<file path="src/rtl/applicant_pkg.sv">
// Shared types and constants for the applicant score collector.
package applicant_pkg;
  typedef enum logic {COLLECT, REPORT} state_t;

  localparam int SUM_W          = 10;
  localparam int DEF_PASS_MARK  = 100;
  localparam int DEF_SCHOL_MARK = 200;
  localparam int DEF_NUM_SECT   = 4;
endpackage

</file>
<file path="src/rtl/grade_classifier.sv">
// Combinational verdict decode: maps an applicant total to fail/pass/scholarship flags.
module grade_classifier
  import applicant_pkg::*;
#(
  parameter int PASS_MARK  = DEF_PASS_MARK,
  parameter int SCHOL_MARK = DEF_SCHOL_MARK
) (
  input  logic [SUM_W-1:0] total,
  output logic             failed,
  output logic             passed,
  output logic             scholarship
);
  assign failed      = total < SUM_W'(PASS_MARK);
  assign passed      = !failed;
  assign scholarship = !failed && (total >= SUM_W'(SCHOL_MARK));
endmodule

</file>
<file path="src/rtl/applicant_score_collector.sv">
// Collects NUM_SECT section grades per applicant and reports total, verdict and id.
// Define APPLICANT_STATS_EN to add saturating per-verdict result counters.
module applicant_score_collector
  import applicant_pkg::*;
#(
  parameter int PASS_MARK  = DEF_PASS_MARK,
  parameter int SCHOL_MARK = DEF_SCHOL_MARK,
  parameter int NUM_SECT   = DEF_NUM_SECT
) (
  input  logic             clk,
  input  logic             rst_n,
  input  logic             grade_valid,
  output logic             grade_ready,
  input  logic [7:0]       grade_data,
  input  logic             abort,
  output logic             res_valid,
  input  logic             res_ready,
  output logic [SUM_W-1:0] res_total,
  output logic             res_failed,
  output logic             res_passed,
  output logic             res_scholarship,
  output logic [7:0]       res_id
`ifdef APPLICANT_STATS_EN
  ,
  output logic [15:0]      stat_failed,
  output logic [15:0]      stat_passed,
  output logic [15:0]      stat_schol
`endif
);
  localparam int IDX_W = $clog2(NUM_SECT + 1);

  state_t           state;
  logic [SUM_W-1:0] acc;
  logic [IDX_W-1:0] idx;

  logic [SUM_W-1:0] acc_next;
  logic             accept, last, hs;
  logic             c_failed, c_passed, c_schol;

  assign acc_next = acc + {{(SUM_W-8){1'b0}}, grade_data};
  assign accept   = (state == COLLECT) && grade_valid && !abort;
  assign last     = (idx == IDX_W'(NUM_SECT - 1));
  assign hs       = (state == REPORT) && res_ready;

  // Classify the sum including the grade arriving now, so REPORT outputs load in one edge.
  grade_classifier #(.PASS_MARK(PASS_MARK), .SCHOL_MARK(SCHOL_MARK)) u_cls (
    .total      (acc_next),
    .failed     (c_failed),
    .passed     (c_passed),
    .scholarship(c_schol)
  );

  always_ff @(posedge clk or negedge rst_n) begin
    if (!rst_n) begin
      state           <= COLLECT;
      acc             <= '0;
      idx             <= '0;
      grade_ready     <= 1'b1;
      res_valid       <= 1'b0;
      res_total       <= '0;
      res_failed      <= 1'b0;
      res_passed      <= 1'b0;
      res_scholarship <= 1'b0;
      res_id          <= '0;
    end else begin
      case (state)
        COLLECT: begin
          if (abort) begin
            acc <= '0;
            idx <= '0;
          end else if (accept) begin
            if (last) begin
              state           <= REPORT;
              grade_ready     <= 1'b0;
              res_valid       <= 1'b1;
              res_total       <= acc_next;
              res_failed      <= c_failed;
              res_passed      <= c_passed;
              res_scholarship <= c_schol;
              acc             <= '0;
              idx             <= '0;
            end else begin
              acc <= acc_next;
              idx <= idx + 1'b1;
            end
          end
        end
        REPORT: begin
          if (hs) begin
            state           <= COLLECT;
            grade_ready     <= 1'b1;
            res_valid       <= 1'b0;
            res_total       <= '0;
            res_failed      <= 1'b0;
            res_passed      <= 1'b0;
            res_scholarship <= 1'b0;
            res_id          <= res_id + 8'd1;
            acc             <= '0;
            idx             <= '0;
          end
        end
        default: state <= COLLECT;
      endcase
    end
  end

`ifdef APPLICANT_STATS_EN
  always_ff @(posedge clk or negedge rst_n) begin
    if (!rst_n) begin
      stat_failed <= '0;
      stat_passed <= '0;
      stat_schol  <= '0;
    end else if (hs) begin
      if (res_failed && stat_failed != 16'hFFFF)      stat_failed <= stat_failed + 16'd1;
      if (res_passed && stat_passed != 16'hFFFF)      stat_passed <= stat_passed + 16'd1;
      if (res_scholarship && stat_schol != 16'hFFFF)  stat_schol  <= stat_schol + 16'd1;
    end
  end
`endif
endmodule

</file>
<file path="config.mk">
export PLATFORM = sky130hd
export DESIGN_NAME = applicant_score_collector
export DESIGN_NICKNAME = d
export VERILOG_FILES = /design/src/rtl/applicant_pkg.sv /design/src/rtl/grade_classifier.sv /design/src/rtl/applicant_score_collector.sv
export SDC_FILE = /design/constraint.sdc
export NUM_CORES = 1
export LEC_CHECK = 0
export ABC_CLOCK_PERIOD_IN_PS = 5700
export CAP_MARGIN = 20
export CORE_ASPECT_RATIO = 0.75
export CORE_UTILIZATION = 55
export CTS_CLUSTER_DIAMETER = 50
export CTS_CLUSTER_SIZE = 12
export DETAILED_ROUTE_END_ITERATION = 7
export PLACE_DENSITY_LB_ADDON = 0.25
export SYNTH_ARGS = -nofsm -noshare
export SYNTH_HDL_FRONTEND = slang
export SYNTH_SLANG_ARGS = --single-unit
</file>
<file path="constraint.sdc">
create_clock -name clk -period 5.7 [get_ports clk]
set_input_delay 1.14 -clock clk [delete_from_list [all_inputs] [get_ports clk]]
set_output_delay 1.14 -clock clk [all_outputs]
set_load 0.01 [all_outputs]
</file>
==> reports/metrics.yaml, run 1 <==
instances_no_fill: 265
cp-start-kind: "primary input"
crit_chain: "clkdlybuf4s50_1 > ha_1 > fa_1 > a31oi_1 > o31a_1 > xnor2_1 > and3_1 > a32o_1"
synthesis.nets: 210
die_h_um: 52.5
ios: 36
drive_above_1_share: 0.0661
hold_viol: 0
drc: 0
rsz0062_at_grt: "false"
highest_layer: "met4"
cts_tree: "built"
synth_adder_area_share: 0.0775
grt_start_max_net_pins: 38
insertedDiodeCount: 0
fin_setup_tns_ps: 0
hpwl_mm: 3.10
syn2layout_area_growth_pct: 28.4
wl_mm: 4.39
seq_area_frac_synth: 0.495
synth_top_flop_cell: "dfrtp_1"
max_freq_mhz: 319
grt.total_usage: 0.261
vias_per_cell: 5.98
synth.top_cell.area_share: 0.481
nets: 250
synth_top_family_by_area: "compound AO/OA/AOI/OAI gates"
r2r_slack_ps: 3460
cts-resized-gates: 0
ant_nets: 0
cts_buffers: 5
relSlewSlack: 0.493
grt-ovfl-total: 0
htree_levels: 2
place_inst: 257
die_area_um2: 3650
route.layer.met1.wl_mm: 1.94
critPathMaxFanout: 3
cts_sinks: 37
clock-root-buffer: "clkbuf_8"
post_cts_buffers: 0
crit_required_ps: 5870
wl_met3_um: 233
leakage_nw: 1.14
netlist_area_um2: 1870
synth_edf_count: 0
ys_warn_count: 0
yosys.area_share.xor_xnor: 0.0655
min_period_ps: 3140
port_buffers: 35
synth_compound_area_frac: 0.183
start_util: 0.607
worst_pin_slew_ps: 758
cpMaxStageDelayCell: "fa_1"
hp-class: "reg -> reg"
drt_pass1_iterations: 4
cpPeakStageDelay_ps: 420
ys_async_sr_fraction: 1.00
crit_type: "in -> reg"
register_area_um2: 927
cts.clk_slew.worst_paths_ps: 70
fin_worst_hold_slack_ps: 460
wl_per_cell_um: 16.6
coreArea_um2: 3080
vias: 1586
worstPathArrival_ps: 3310
synth_area_leaders: "dfrtp_1 48%, ha_1 6.7%, nand2_1 6.0%, xnor2_1 4.2%, nand3_1 3.7%"
end_kind: "flip-flop"
status: "finished, final reports clean"
yosys.area_share.simple: 0.152
multi_input_area_um2: 916
p_per_area_nw_per_um2: 357
yosysUniqueCellTypes: 37
period_share: 0.551
filler_cell_count: 202
die_x_um: 69.4
yosysTopAreaCell: "dfrtp_1"
ys_ff_latch: 37
antenna_found_initial: 0
finalSetupViolations: 0
dp_slack_ps: 2310
fin_skew_ps: 9.15
cp_num_buf_inv: 1
clockBufferDepth: 2
fin_ws_ps: 2560
grt_pass1_vias: 1546
globalplace.congestion: 0.895
cap_violations: 0
peakVddDrop_uv: 282
drt_iter0_markers: 120
synth_cells: 186
slew_violations: 0
insertion_delay_ps: 290
rows: 17
crit_family: "compound AO/OA/AOI/OAI gates"
synth_area_per_cell_um2: 10.1
ctsHoldBuffers: 0
muxShareOfSynthArea: 0.0114
grt_pass1_wl_mm: 7.18
wl_met2_mm: 2.14
-- routing by layer --
metal	GRT usage	up-vias
met5	0	-
met4	0.112	0
met3	0.0500	11
met2	0.460	62
met1	0.320	762
li1	-	751
-- path summary, 6_finish.rpt --
check	startpoint	endpoint	depth (start not counted)
worst max-delay path	grade_data[0]	res_failed$_DFFE_PN0P_	8
worst min-delay path	grade_ready$_DFFE_PN1P_	grade_ready$_DFFE_PN1P_	2
worst max register to register	acc[0]$_DFFE_PN0P_	res_failed$_DFFE_PN0P_	7
worst min register to register	grade_ready$_DFFE_PN1P_	grade_ready$_DFFE_PN1P_	2
max in group asynchronous	rst_n	grade_ready$_DFFE_PN1P_	2
min in group asynchronous	rst_n	acc[4]$_DFFE_PN0P_	2
-- power by group --
group          internal (mW)  switching, mW  leakage [nW]
Combinational          0.127          0.125         0.580
Clock                  0.174         0.0926        0.0681
Sequential             0.309         0.0319         0.497
-- sequential cells by signal, summed over array words and instances, names as in the netlist --
signal           flops
grade_ready          1
res_passed           1
res_scholarship      1
res_total           10
res_valid            1
acc                 10
res_id               8
idx                  3
res_failed           1
state                1
-- through the flow --
step	instance area, um^2	util	power, mW
3_3_place_gp	2270	0.736	0.579
5_1_grt	2400	0.780	0.903
4_1_cts	2400	0.780	0.862
6_report	2400	0.780	0.859
3_5_place_dp	2270	0.736	0.592
2_1_floorplan	1870	-	0.473
-- synthesized netlist by cell type (2+ instances only) --
cell type / number
and3_1: 2
a21o_1: 5
nand2_1: 30
xnor2_1: 9
nor2_1: 5
a21oi_2: 2
o21a_1: 2
o22ai_1: 2
nand3_1: 14
dfrtp_1: 36
o21ai_0: 14
a21oi_1: 13
xor2_1: 5
and2_1: 2
inv_1: 4
clkbuf_1: 4
ha_1: 10
nand2b_1: 2
nand4_1: 3
a22o_1: 5
-- worst reg2reg max path, stage by stage (launching register included) --
cell and delay, ps:
dfrtp_1 390, ha_1 220, fa_1 420, a31oi_1 260
o31a_1 280, xnor2_1 120, and3_1 240, a32o_1 210
-- layout make-up --
cell class	instances	share of cell area
Multi-Input combinational cell	141	0.381
Inverter	4	0.00624
Sequential cell	37	0.386
Clock inverter	3	0.0271
Timing Repair Buffer	37	0.152
Tap cell	38	0.0198
Clock buffer	5	0.0286
-- cells by family (layout without fill, tap and decap cells) --
logic type                 after synthesis  count (layout)
buffers and inverters                    8              49
xor gates and xnor gates                14              14
muxes                                    2               2
AOI/OAI and AO/OA                       52              52
adders and majority gates               11              11
and+or+nand+nor                         62              62
DFF                                     37              37
-- placed cells by master (no fill, tap or decap), types with 4 or more instances in the layout --
master and n:
nand2_1 30, a22o_1 5, o21ai_0 14, dfrtp_1 36
ha_1 10, xor2_1 5, nand3_1 14, clkbuf_8 5
a21o_1 5, clkdlybuf4s50_1 35, a21oi_1 13, xnor2_1 9
nor2_1 5, inv_1 4
Power figures use the tool's default switching activity.
==> inputs of run 2 (changes only) <==
--- a/config.mk
+++ b/config.mk
@@ -5,10 +5,10 @@
 export SDC_FILE = /design/constraint.sdc
 export NUM_CORES = 1
 export LEC_CHECK = 0
-export ABC_CLOCK_PERIOD_IN_PS = 5700
+export ABC_CLOCK_PERIOD_IN_PS = 3070
 export CAP_MARGIN = 20
 export CORE_ASPECT_RATIO = 0.75
-export CORE_UTILIZATION = 55
+export CORE_UTILIZATION = 51
 export CTS_CLUSTER_DIAMETER = 50
 export CTS_CLUSTER_SIZE = 12
 export DETAILED_ROUTE_END_ITERATION = 7
==> constraint.sdc (replaced) <==
create_clock -name clk -period 3.07 [get_ports clk]
set_input_delay 0.614 -clock clk [delete_from_list [all_inputs] [get_ports clk]]
set_output_delay 0.614 -clock clk [all_outputs]
set_load 0.01 [all_outputs]
==> run 2 against run 1 <==
  * Design area rose by 0.36%
  * Non-clock buffer count rose by 1
  * Wire length fell by 4.0%
  * Count of clock-buffer cells in the layout rose by 1
  * Sequential power rose by 85%
  * Final cell count rose by 4.9%
  * Sequential cell count did not move
  * Core utilization fell by 7.0 points
  * Largest cell class unchanged
  * Largest power group unchanged
  * Highest routed layer unchanged
==> reports/metrics.yaml, run 2 (synthesis results as in run 1) <==
end_kind: "flip-flop"
port_buffers: 35
fin_ws_ps: 385
rsz0062_at_grt: "false"
status: "finished, final reports clean"
grt_start_max_net_pins: 38
p_per_area_nw_per_um2: 634
reg_top3: "acc x10, res_total x10, res_id x8"
die_area_um2: 3920
clock-root-buffer: "clkbuf_8"
ctsHoldBuffers: 0
wl_mm: 4.21
worst_pin_slew_ps: 722
vias_per_cell: 5.59
die_x_um: 72.0
cp_num_buf_inv: 1
final_cell_mix: "36 x dfrtp_1, 35 x clkdlybuf4s50_1, 30 x nand2_1"
cts.clk_slew.worst_paths_ps: 70
syn2layout_area_growth_pct: 28.9
drc: 0
worstPathArrival_ps: 2860
grt.total_usage: 0.235
insertion_delay_ps: 290
hp-class: "reg -> reg"
max_freq_mhz: 372
dp_slack_ps: 157
crit_required_ps: 3250
drt_pass1_iterations: 6
finalSetupViolations: 0
drt_iter0_markers: 41
grt_pass1_vias: 1451
slew_violations: 0
min_period_ps: 2680
post_cts_buffers: 0
final_common_cell: "dfrtp_1"
cap_violations: 0
hold_viol: 0
grt-ovfl-total: 0
grt_pass1_wl_mm: 6.76
drive_above_1_share: 0.0702
fin_setup_tns_ps: 0
ant_nets: 0
crit_chain: "clkdlybuf4s50_1 > ha_1 > fa_1 > a21oi_1 > o21ai_0 > a21oi_1 > xnor2_1 > a32oi_1 > a32o_1"
peakVddDrop_uv: 447
crit_type: "in -> reg"
rows: 18
cpMaxStageDelayCell: "fa_1"
die_h_um: 54.5
globalplace.congestion: 0.826
cts_tree: "built"
cts_sinks: 37
wl_per_cell_um: 15.2
leakage_nw: 1.14
cts_buffers: 5
clockBufferDepth: 2
vias: 1555
nets: 251
fin_skew_ps: 4.81
critPathMaxFanout: 4
cpPeakStageDelay_ps: 440
cp-start-kind: "primary input"
crit_path_frequent_cell: "a21oi_1"
relSlewSlack: 0.517
start_util: 0.551
insertedDiodeCount: 0
crit_family: "compound AO/OA/AOI/OAI gates"
r2r_slack_ps: 790
period_share: 0.875
antenna_found_initial: 0
cts-resized-gates: 0
htree_levels: 2
coreArea_um2: 3400
hpwl_mm: 3.05
ios: 36
[run 2: path summary, 6_finish.rpt]
| path | start | to | cells past startpoint |
|---|---|---|---|
| worst max-delay path | grade_data[0] | res_failed$_DFFE_PN0P_ | 9 |
| worst min-delay path | grade_ready$_DFFE_PN1P_ | grade_ready$_DFFE_PN1P_ | 2 |
| worst max register to register | acc[0]$_DFFE_PN0P_ | res_failed$_DFFE_PN0P_ | 8 |
| worst min register to register | grade_ready$_DFFE_PN1P_ | grade_ready$_DFFE_PN1P_ | 2 |
| max in group asynchronous | rst_n | grade_ready$_DFFE_PN1P_ | 2 |
| min in group asynchronous | rst_n | acc[3]$_DFFE_PN0P_ | 2 |
[run 2: routing by layer]
layer,track usage,wire [um],part of all wire,up-vias
met5,0,0,0,-
met4,0.0752,27,0.0064,0
li1,-,-,-,750
met3,0.0571,252,0.060,5
met1,0.316,1940,0.46,752
met2,0.381,1990,0.47,48
[run 2: layout make-up]
class,instances,area (um^2)
timing repair buffer,38,373
clock inverter,2,37.5
tap,50,62.6
sequential,37,927
inverter,4,15.0
clock buffer,6,82.6
fill,238,987
multi-input combinational,141,916
[run 2: worst reg2reg max path, stage by stage, from the launching register on]
cell and delay (ps):
dfrtp_1 390, ha_1 220, fa_1 440, a21oi_1 170, o21ai_0 120, a21oi_1 190
xnor2_1 210, a32oi_1 190, a32o_1 250
[run 2: where the power goes]
group          internal (mW)  switching [mW]  leakage (nW)
sequential             0.573          0.0555         0.497
clock                  0.264           0.173        0.0574
combinational          0.235           0.230         0.584
[run 2: metrics by stage]
stage / hold WS (ps) / utilization / area, um^2 / total power [mW] / std cells
2_1_floorplan: 318 / - / 1870 / 0.877 / 186
3_3_place_gp: 448 / 0.674 / 2290 / 1.08 / 270
3_5_place_dp: 449 / 0.674 / 2290 / 1.10 / 270
4_1_cts: 461 / 0.710 / 2410 / 1.54 / 278
5_1_grt: 498 / 0.710 / 2410 / 1.61 / 278
6_report: 458 / 0.710 / 2410 / 1.53 / 278
==> inputs of run 3 (changes only) <==
--- a/config.mk
+++ b/config.mk
@@ -16,3 +16,4 @@
 export SYNTH_ARGS = -nofsm -noshare
 export SYNTH_HDL_FRONTEND = slang
 export SYNTH_SLANG_ARGS = --single-unit
+export TNS_END_PERCENT = 100
==> constraint.sdc (replaced) <==
create_clock -name clk -period 3.07 [get_ports clk]
set_input_delay 0.614 -clock clk [delete_from_list [all_inputs] [get_ports clk]]
set_output_delay 0.614 -clock clk [all_outputs]
set_load 0.05 [all_outputs]
==> results of run 3 <==
The final DEF is identical to that of run 2. Status: finished, final reports clean.
Main changes from that run: total power 1.53 mW -> 1.73 mW; worst IR drop on VDD 447 uV -> 460 uV
